--- config.mk ---
export PLATFORM = sky130hd
export DESIGN_NAME = imem_loader
export DESIGN_NICKNAME = d
export VERILOG_FILES = /design/src/rtl/imem_loader_pkg.sv /design/src/rtl/imem_loader.sv
export SDC_FILE = /design/constraint.sdc
export NUM_CORES = 1
export LEC_CHECK = 0
export ABC_AREA = 0
export ABC_CLOCK_PERIOD_IN_PS = 2800
export CAP_MARGIN = 20
export CORE_AREA = 2 2 126 128
export DETAILED_ROUTE_END_ITERATION = 6
export DIE_AREA = 0 0 128 130
export GPL_TIMING_DRIVEN = 0
export HOLD_SLACK_MARGIN = 0.12
export REMOVE_ABC_BUFFERS = 1
export SYNTH_ARGS = -nofsm -noshare
export SYNTH_HDL_FRONTEND = slang
export SYNTH_SLANG_ARGS = --single-unit
--- constraint.sdc ---
create_clock -name clk -period 2.8 [get_ports clk]
set_input_delay 0.28 -clock clk [delete_from_list [all_inputs] [get_ports clk]]
set_output_delay 0.28 -clock clk [all_outputs]
set_load 0.02 [all_outputs]
--- src/rtl/imem_loader_pkg.sv ---
// Shared types for the instruction RAM boot loader: FSM states and error codes.
package imem_loader_pkg;

  typedef enum logic [2:0] {
    StIdle,
    StLen0,
    StLen1,
    StData,
    StCsum,
    StDone,
    StError
  } state_e;

  localparam logic [1:0] ERR_NONE    = 2'd0;
  localparam logic [1:0] ERR_LEN     = 2'd1;
  localparam logic [1:0] ERR_CSUM    = 2'd2;
  localparam logic [1:0] ERR_TIMEOUT = 2'd3;

  // States in which the loader is consuming frame bytes.
  function automatic logic is_busy(input state_e s);
    return (s == StLen0) || (s == StLen1) || (s == StData) || (s == StCsum);
  endfunction

endpackage

--- src/rtl/imem_loader.sv ---
// Boot loader: unpacks a length/data/XOR-checksum byte frame into 32-bit words for
// instruction RAM and holds the core in reset until a frame is accepted.
module imem_loader
  import imem_loader_pkg::*;
#(
  parameter int unsigned ADDR_W   = 12,
  parameter int unsigned DEPTH    = 4096,
  parameter int unsigned TIMEOUT  = 65535,
  parameter bit          AUTO_RUN = 1'b1
) (
  input  logic              clk,
  input  logic              rst,
  input  logic              start,
  input  logic              rx_valid,
  input  logic [7:0]        rx_data,
  output logic              rx_ready,
  output logic              mem_we,
  output logic [ADDR_W-1:0] mem_addr,
  output logic [31:0]       mem_wdata,
  output logic              core_rst_n,
  output logic              busy,
  output logic              done,
  output logic              error,
  output logic [1:0]        err_code
);

  localparam int unsigned ToW = (TIMEOUT > 0) ? $clog2(TIMEOUT + 1) : 1;

  state_e            state_q, state_d;
  logic [7:0]        len_lo_q, len_lo_d;
  logic [15:0]       n_q, n_d;
  logic [7:0]        acc_q, acc_d;
  logic [1:0]        bcnt_q, bcnt_d;
  logic [23:0]       wbuf_q, wbuf_d;
  logic [ADDR_W:0]   widx_q, widx_d;
  logic [ToW-1:0]    to_q, to_d;
  logic              rx_ready_q;
  logic              mem_we_q, mem_we_d;
  logic [ADDR_W-1:0] mem_addr_q, mem_addr_d;
  logic [31:0]       mem_wdata_q, mem_wdata_d;
  logic              core_rst_n_q, core_rst_n_d;
  logic              done_q, done_d;
  logic              error_q, error_d;
  logic [1:0]        err_code_q, err_code_d;

  logic              accept;
  logic [15:0]       len_w;
  logic              fail;
  logic [1:0]        fail_code;

  assign accept = rx_valid && rx_ready_q;
  assign len_w  = {rx_data, len_lo_q};

  always_comb begin
    state_d      = state_q;
    len_lo_d     = len_lo_q;
    n_d          = n_q;
    acc_d        = acc_q;
    bcnt_d       = bcnt_q;
    wbuf_d       = wbuf_q;
    widx_d       = widx_q;
    to_d         = to_q;
    mem_we_d     = 1'b0;
    mem_addr_d   = mem_addr_q;
    mem_wdata_d  = mem_wdata_q;
    core_rst_n_d = core_rst_n_q;
    done_d       = done_q;
    error_d      = error_q;
    err_code_d   = err_code_q;
    fail         = 1'b0;
    fail_code    = ERR_NONE;

    unique case (state_q)
      StIdle, StDone, StError: begin
        if (start) begin
          state_d      = StLen0;
          done_d       = 1'b0;
          error_d      = 1'b0;
          err_code_d   = ERR_NONE;
          acc_d        = '0;
          bcnt_d       = '0;
          widx_d       = '0;
          to_d         = '0;
          core_rst_n_d = 1'b0;
        end
      end
      StLen0: begin
        if (accept) begin
          len_lo_d = rx_data;
          acc_d    = acc_q ^ rx_data;
          state_d  = StLen1;
        end
      end
      StLen1: begin
        if (accept) begin
          n_d   = len_w;
          acc_d = acc_q ^ rx_data;
          if (32'(len_w) > DEPTH) begin
            fail      = 1'b1;
            fail_code = ERR_LEN;
          end else if (len_w == 16'd0) begin
            state_d = StCsum;
          end else begin
            state_d = StData;
          end
        end
      end
      StData: begin
        if (accept) begin
          acc_d  = acc_q ^ rx_data;
          bcnt_d = bcnt_q + 2'd1;
          if (bcnt_q == 2'd3) begin
            mem_we_d    = 1'b1;
            mem_addr_d  = widx_q[ADDR_W-1:0];
            mem_wdata_d = {rx_data, wbuf_q};
            widx_d      = widx_q + 1'b1;
            if (32'(widx_q) + 32'd1 == 32'(n_q)) state_d = StCsum;
          end else begin
            wbuf_d[{bcnt_q, 3'b000} +: 8] = rx_data;
          end
        end
      end
      StCsum: begin
        if (accept) begin
          if (rx_data == acc_q) begin
            state_d      = StDone;
            done_d       = 1'b1;
            core_rst_n_d = 1'b1;
          end else begin
            fail      = 1'b1;
            fail_code = ERR_CSUM;
          end
        end
      end
      default: state_d = StIdle;
    endcase

    // Inactivity watchdog; an accepted byte always wins over an expiring count.
    if (is_busy(state_q)) begin
      if (accept) begin
        to_d = '0;
      end else if (TIMEOUT != 0) begin
        if (32'(to_q) < TIMEOUT) to_d = to_q + 1'b1;
        if (32'(to_q) + 32'd1 >= TIMEOUT) begin
          fail      = 1'b1;
          fail_code = ERR_TIMEOUT;
        end
      end
    end

    if (fail) begin
      state_d      = StError;
      error_d      = 1'b1;
      err_code_d   = fail_code;
      core_rst_n_d = 1'b0;
    end
  end

  always_ff @(posedge clk) begin
    if (rst) begin
      state_q      <= StIdle;
      len_lo_q     <= '0;
      n_q          <= '0;
      acc_q        <= '0;
      bcnt_q       <= '0;
      wbuf_q       <= '0;
      widx_q       <= '0;
      to_q         <= '0;
      rx_ready_q   <= 1'b0;
      mem_we_q     <= 1'b0;
      mem_addr_q   <= '0;
      mem_wdata_q  <= '0;
      core_rst_n_q <= AUTO_RUN;
      done_q       <= 1'b0;
      error_q      <= 1'b0;
      err_code_q   <= ERR_NONE;
    end else begin
      state_q      <= state_d;
      len_lo_q     <= len_lo_d;
      n_q          <= n_d;
      acc_q        <= acc_d;
      bcnt_q       <= bcnt_d;
      wbuf_q       <= wbuf_d;
      widx_q       <= widx_d;
      to_q         <= to_d;
      rx_ready_q   <= is_busy(state_d);
      mem_we_q     <= mem_we_d;
      mem_addr_q   <= mem_addr_d;
      mem_wdata_q  <= mem_wdata_d;
      core_rst_n_q <= core_rst_n_d;
      done_q       <= done_d;
      error_q      <= error_d;
      err_code_q   <= err_code_d;
    end
  end

  assign rx_ready   = rx_ready_q;
  assign busy       = rx_ready_q;
  assign mem_we     = mem_we_q;
  assign mem_addr   = mem_addr_q;
  assign mem_wdata  = mem_wdata_q;
  assign core_rst_n = core_rst_n_q;
  assign done       = done_q;
  assign error      = error_q;
  assign err_code   = err_code_q;

endmodule

==> results of run 1 <==
[cell type report]
cell class / instances / area (µm²) / area share
Clock buffer: 18 / 439.2 / 0.05595
Inverter: 9 / 33.78 / 0.004304
Tap cell: 192 / 240.2 / 0.03061
Timing Repair Buffer: 67 / 703.2 / 0.08959
Multi-Input combinational cell: 626 / 3487 / 0.4443
Clock inverter: 11 / 122.6 / 0.01562
Sequential cell: 141 / 2823 / 0.3596
[timing repair]
| item | 4_1_cts | 5_1_grt |
|---|---|---|
| hold buffers | 0 | 0 |
| gates resized for setup | 0 | 2 |
| setup endpoints to repair | 0 | 8 |
[metrics by stage]
step / worst slack [ps] / power, mW / cells / cell area, µm²
floorplan: -48.04 / 2.221 / 776 / 6327
global placement: -1842 / 2.341 / 1031 / 7198
detailed placement: -285.0 / 2.358 / 1035 / 7281
CTS: 142.9 / 4.517 / 1064 / 7843
global route: 3.445 / 4.628 / 1064 / 7849
finish: 159.3 / 4.479 / 1064 / 7849
[Yosys cell counts, types with 2 or more instances]
library cell    n
nor2b_1         5
mux2i_1        26
xor2_1         14
o21bai_1        2
buf_6           3
buf_2           3
nand3_1        37
and3_2          2
clkbuf_1       49
nand3b_1       12
o221ai_1        2
a211oi_1        2
inv_1           9
nand4_1         9
a21oi_1       119
buf_4           3
nor4_1         10
and2_1          6
ha_1            8
nor4b_1         2
nor3b_1         8
or3_1           6
nor2_1         70
a21o_1          9
nand2_1       154
a22oi_1         4
clkbuf_8        5
dfxtp_1       141
nand4b_1        2
and4_1          2
o21ai_0        40
a22o_1          3
and3_1          7
nor3_1         15
xnor2_1        14
a31oi_1        10
[final timing paths]
| check | startpoint | end | cells after the start |
|---|---|---|---|
| setup reg to reg | widx_q[3] | state_q[2] | 7 |
| hold reg to reg | mem_addr[5] | mem_addr[5] | 2 |
| hold / removal | rst | mem_wdata[1] | 2 |
| setup / recovery | widx_q[3] | state_q[2] | 7 |
[flip-flops by register name, indices dropped and copies added, names as in the netlist]
name	flops
mem_wdata	32
wbuf_q	24
n_q	16
to_q	16
widx_q	13
mem_addr	12
acc_q	8
len_lo_q	8
state_q	3
bcnt_q	2
err_code	2
busy	1
core_rst_n	1
done	1
error	1
mem_we	1
[logic make-up after synthesis]
family,after synthesis,share of synthesized area
AOI/OAI and AO/OA,200,0.1669
xor gates and xnor gates,29,0.03932
adders and majority gates,9,0.01655
buffers and inverters,72,0.05380
DFF,141,0.4244
muxes,27,0.04082
and+or+nand+nor,361,0.2583
[worst reg2reg max path, stage by stage (launching register included)]
cell and delay (ps):
dfxtp_1 490, and4_1 490, a21oi_2 100, or4_4 540, nor4b_2 280, nand4_1 230, or2_1 280, a31oi_1 160
[power groups by stage]
stage               combinational [mW]  sequential (mW)  clock [mW]
floorplan                        0.133             2.09           0
global placement                 0.258             2.08           0
detailed placement               0.272             2.09           0
CTS                              0.274             2.04        2.20
global route                     0.301             2.04        2.28
finish                           0.272             2.04        2.16
[per-layer routing]
metal | vias to the layer above | part of all wire | routed length (µm) | global-route usage
met3 | 19 | 0.035 | 568 | 0.03403
li1 | 2944 | - | - | -
met1 | 2812 | 0.46 | 7441 | 0.2561
met2 | 149 | 0.49 | 7974 | 0.3344
met5 | - | 0 | 0 | 0
met4 | 0 | 0.017 | 276 | 0.08791
==> flow_metrics.tcl, run 1 <==
set metrics [dict create \
    status "completed" \
    clkLatencyLatePin_ps 410 \
    wl_per_cell_um 15.28 \
    pwr-share-comb 0.061 \
    hold_viol 0 \
    clkSlewWorstSetupHoldPaths_ps 60 \
    core-area_um2 15420 \
    track_usage 0.2000 \
    die-width_um 128 \
    vdd_drop_max_mv 0.4206 \
    crit_family "simple AND/OR/NAND/NOR gates" \
    antennaDiodeCount 0 \
    critPathMaxStageDelay_ps 540 \
    ys_seq_area_frac 0.4244 \
    die_h_um 130 \
    layout-drive-gt1-share 0.06193 \
    layout_common_cells "153 x nand2_1, 141 x dfxtp_1, 119 x a21oi_1, 70 x nor2_1, 62 x clkdlybuf4s50_1" \
    critPathMaxFanout 10 \
    syn_inst 839 \
    rrSetupSlack_ps 160 \
    drc_errors 0 \
    hold_class "in2reg" \
    vias 5924 \
    drt-initial-drc-count 437 \
    synth_cell_types 62 \
    ant_nets 0 \
    slew_headroom 0.3134 \
    synthArstFlopShare 0 \
    rsz0062_at_grt "no" \
    avgSynthCellArea_um2 7.928 \
    period_needed_ps 2641 \
    endpoint_kind "flop" \
    cts_tree "built" \
    ys_warn_count 0 \
    hpwlAfterDp_um 10610 \
    synth.cell_area_um2 6651 \
    whs_ps 339.0 \
    port_buffers 63 \
    nFillCells 1510 \
    finalSetupTns_ps 0 \
    clock_path_buffers 2 \
    crit_buf_inv 0 \
    drt-total-wl_um 16260 \
    grt_max_degree 93 \
    cts_post_setup_buffers_inserted 0 \
    pwr_density_cell_nw_per_um2 570.6 \
    cts-root-buf "clkbuf_16" \
    synth_flop_cell "dfxtp_1" \
    drv_slew 0 \
    synth_edf_count 0 \
    sw_frac_of_total 0.2344 \
    p_clk_frac 0.483 \
    cp.required_ps 3140 \
    cap_viol_max_count 0 \
    gp_congestion 0.8873 \
    rows 46 \
    overflow 0 \
    cpMaxStageDelayCell "or4_4" \
    synth.largest_area_cell "dfxtp_1" \
    leakage_nw 2.733 \
    h-tree-depth 4 \
    tightest_slew_ps 1022 \
    crit_chain "and4_1, a21oi_2, or4_4, nor4b_2, nand4_1, or2_1, a31oi_1" \
    fmax_mhz 378.7 \
    cp.arrival_ps 2980 \
    finalCritPeriodShare 0.9431 \
    p_int_mw 3.429 \
    die-area_um2 16640 \
    mostFrequentLayoutCell "nand2_1" \
    start_util 0.4312 \
    synthTopCellsByArea "dfxtp_1 42%, a21oi_1 9.0%, nand2_1 8.7%" \
    via_per_inst 5.568 \
    firstDrtPassIters 5 \
    cp-start-kind "flop" \
    antenna_found_initial 0 \
    setup_viol 0 \
    grt_pass1_wl_um 26950 \
    ys_ff_latch 141 \
    final_nets 882 \
    skew_ps 7.461 \
    yosys.area.top_type_share 0.4244 \
    critPathKind "reg2reg" \
    p_seq_frac 0.456 \
    utilization 0.5088 \
    pin_count 64 \
    cts_buffers 17 \
    switching_power_mw 1.050 \
    cts.sinks 141 \
    grt_pass1_vias 5569 \
    area_growth_syn_to_layout_pct 18.00 \
]
Note: power is estimated with default switching activity, not from simulation.
==> run 2, diff against run 1 <==
CORE_AREA = 8 8 132 134   (was 2 2 126 128)
DIE_AREA = 0 0 140 142   (was 0 0 128 130)
DONT_BUFFER_PORTS = 1   (was unset)
PLACE_DENSITY = 0.57   (was unset)
==> run 2 against run 1 <==
  * First-iteration DRC count is 3.0% lower
  * Power down 0.96%
  * Flip-flop and latch count stayed put
  * Via count shrank 1.1%
  * Routed wire length grew 7.0%
  * Register-to-register slack about the same
  * Die area is 19% higher
  * Setup slack improved by 11 ps
  * Cell count fell by 4.6%
  * Combinational power fell by 11%
  * Sequential power hardly changed
  * Fmax up 0.41%
  * Critical path type unchanged
  * Critical endpoint unchanged
==> flow_metrics.tcl, run 2 (synthesis results as in run 1) <==
set metrics [dict create \
    rows 46 \
    die_h_um 142 \
    crit_family "simple AND/OR/NAND/NOR gates" \
    critPathMaxFanout 10 \
    cap_viol_max_count 0 \
    die-area_um2 19880 \
    hold_viol 0 \
    largest_reg_flops 32 \
    hpwlAfterDp_um 10610 \
    vdd_drop_max_mv 0.3853 \
    grt_pass1_vias 5517 \
    clkLatencyLatePin_ps 420 \
    ant_nets 0 \
    via_per_inst 5.771 \
    critPathKind "reg2reg" \
    port_buffers 0 \
    final_nets 830 \
    rrSetupSlack_ps 170 \
    crit_path_start "widx_q[3]" \
    leakage_nw 2.569 \
    cts.sinks 141 \
    antennaDiodeCount 0 \
    gp_congestion 0.8489 \
    h-tree-depth 4 \
    cpMaxStageDelayCell "or4_4" \
    clkSlewWorstSetupHoldPaths_ps 60 \
    hold_end "state_q[1]" \
    r2r_start "widx_q[3]" \
    grt_max_degree 139 \
    pwr_density_cell_nw_per_um2 604.9 \
    cts_buffers 17 \
    crit_chain "and4_1, a21oi_2, or4_4, nor4b_2, nand4_1, or2_1, a31oi_1" \
    start_util 0.4312 \
    status "completed" \
    fmax_mhz 380.2 \
    cp-start-kind "flop" \
    skew_ps 8.551 \
    mostFrequentLayoutCell "nand2_1" \
    layout_common_cells "153 x nand2_1, 139 x dfxtp_1, 119 x a21oi_1, 69 x nor2_1, 40 x o21ai_0" \
    drt-total-wl_um 17390 \
    reg2reg_to "state_q[2]" \
    power_mw 4.436 \
    layout-drive-gt1-share 0.07047 \
    vias 5858 \
    period_needed_ps 2630 \
    tightest_slew_ps 1042 \
    antenna_found_initial 0 \
    track_usage 0.1756 \
    post-place-cells 971 \
    crit_buf_inv 0 \
    firstDrtPassIters 5 \
    critPathMaxStageDelay_ps 540 \
    slew_headroom 0.2997 \
    setup_viol 0 \
    cp.arrival_ps 2970 \
    core-area_um2 15420 \
    finalCritPeriodShare 0.9393 \
    endpoint_kind "flop" \
    finalSetupTns_ps 0 \
    area_growth_syn_to_layout_pct 10.25 \
    cts-root-buf "clkbuf_16" \
    grt_pass1_wl_um 28330 \
    cts_tree "built" \
    die-width_um 140 \
    drv_slew 0 \
    whs_path_depth 3 \
    nFillCells 1525 \
    rr_worst_depth 7 \
    clock_path_buffers 2 \
    rsz0062_at_grt "yes" \
    fin_cells 1015 \
    wl_per_cell_um 17.13 \
    drt-initial-drc-count 424 \
    hp-start "start" \
    drc_errors 0 \
    overflow 0 \
    cts_post_setup_buffers_inserted 0 \
    cp.required_ps 3140 \
    pin_count 64 \
    hold_class "in2reg" \
]
## run 2: cell types whose count changed in the layout (fill, tap and decap cells not counted), sizes merged
cell	delta
clkbuf	+2
dlygate4sd3	+11
bufinv	-1
clkinv	-1
clkdlybuf4s50	-62
clkinvlp	-1
buf	-1
inv	+4
## run 2: area by class of cell
class                   count  area, µm²  share of cell area
flip-flops and latches    141       2825              0.3853
multi-input cells         626       3491              0.4760
well taps                 192      240.2             0.03276
clock inverters            12      111.4             0.01519
clock buffers              20      446.7             0.06091
inverters                   9      33.78            0.004607
repair buffers             15      185.2             0.02525
## run 2: worst max-delay path by stage
| stage | end | slack, ps | cells after the start |
|---|---|---|---|
| global placement | widx_q[9] | -870 | 5 |
| detailed placement | core_rst_n | -270 | 6 |
| finish | state_q[2] | 170 | 7 |
| floorplan | busy | -50 | 5 |
| global route | wbuf_q[16] | -80 | 8 |
| CTS | wbuf_q[16] | 20 | 8 |
## run 2: repair_timing
| item | in CTS | in global routing |
|---|---|---|
| pin swaps | 0 | 0 |
| resized for setup | 1 | 5 |
| hold buffers | 12 | 0 |
| cloned | 0 | 0 |
| endpoints found under the hold margin | 141 | 0 |
| endpoints found under the setup margin | 7 | 16 |
## run 2: per-stage QoR
stage | hold WS (ps) | utilization | setup WS [ps] | instance area [µm²]
2_1_floorplan | 349.1 | - | -48.04 | 6327
3_3_place_gp | 368.8 | 0.4258 | -865.8 | 6568
3_5_place_dp | 371.3 | 0.4295 | -268.6 | 6625
4_1_cts | 252.3 | 0.4749 | 21.53 | 7326
5_1_grt | 294.1 | 0.4754 | -75.92 | 7333
6_report | 276.6 | 0.4754 | 170.0 | 7333
## run 2: power by group
group          total, mW  switching (mW)  internal (mW)
clock               2.14           0.891           1.25
sequential          2.05          0.0287           2.02
combinational      0.242           0.164         0.0782
total               4.44            1.08           3.35
## run 2: per-layer routing
metal	track usage	wire (µm)	vias up
met1	0.2052	7463	2818
li1	-	-	2852
met4	0.06343	320	0
met2	0.3000	8573	162
met3	0.05233	1034	26
met5	0	0	-
## run 2: tightest hold or removal path, delay by kind of cell
| family | cells | cell delay (ps) |
|---|---|---|
| AO/OA/AOI/OAI | 2 | 280 |
| multiplexers | 1 | 70 |
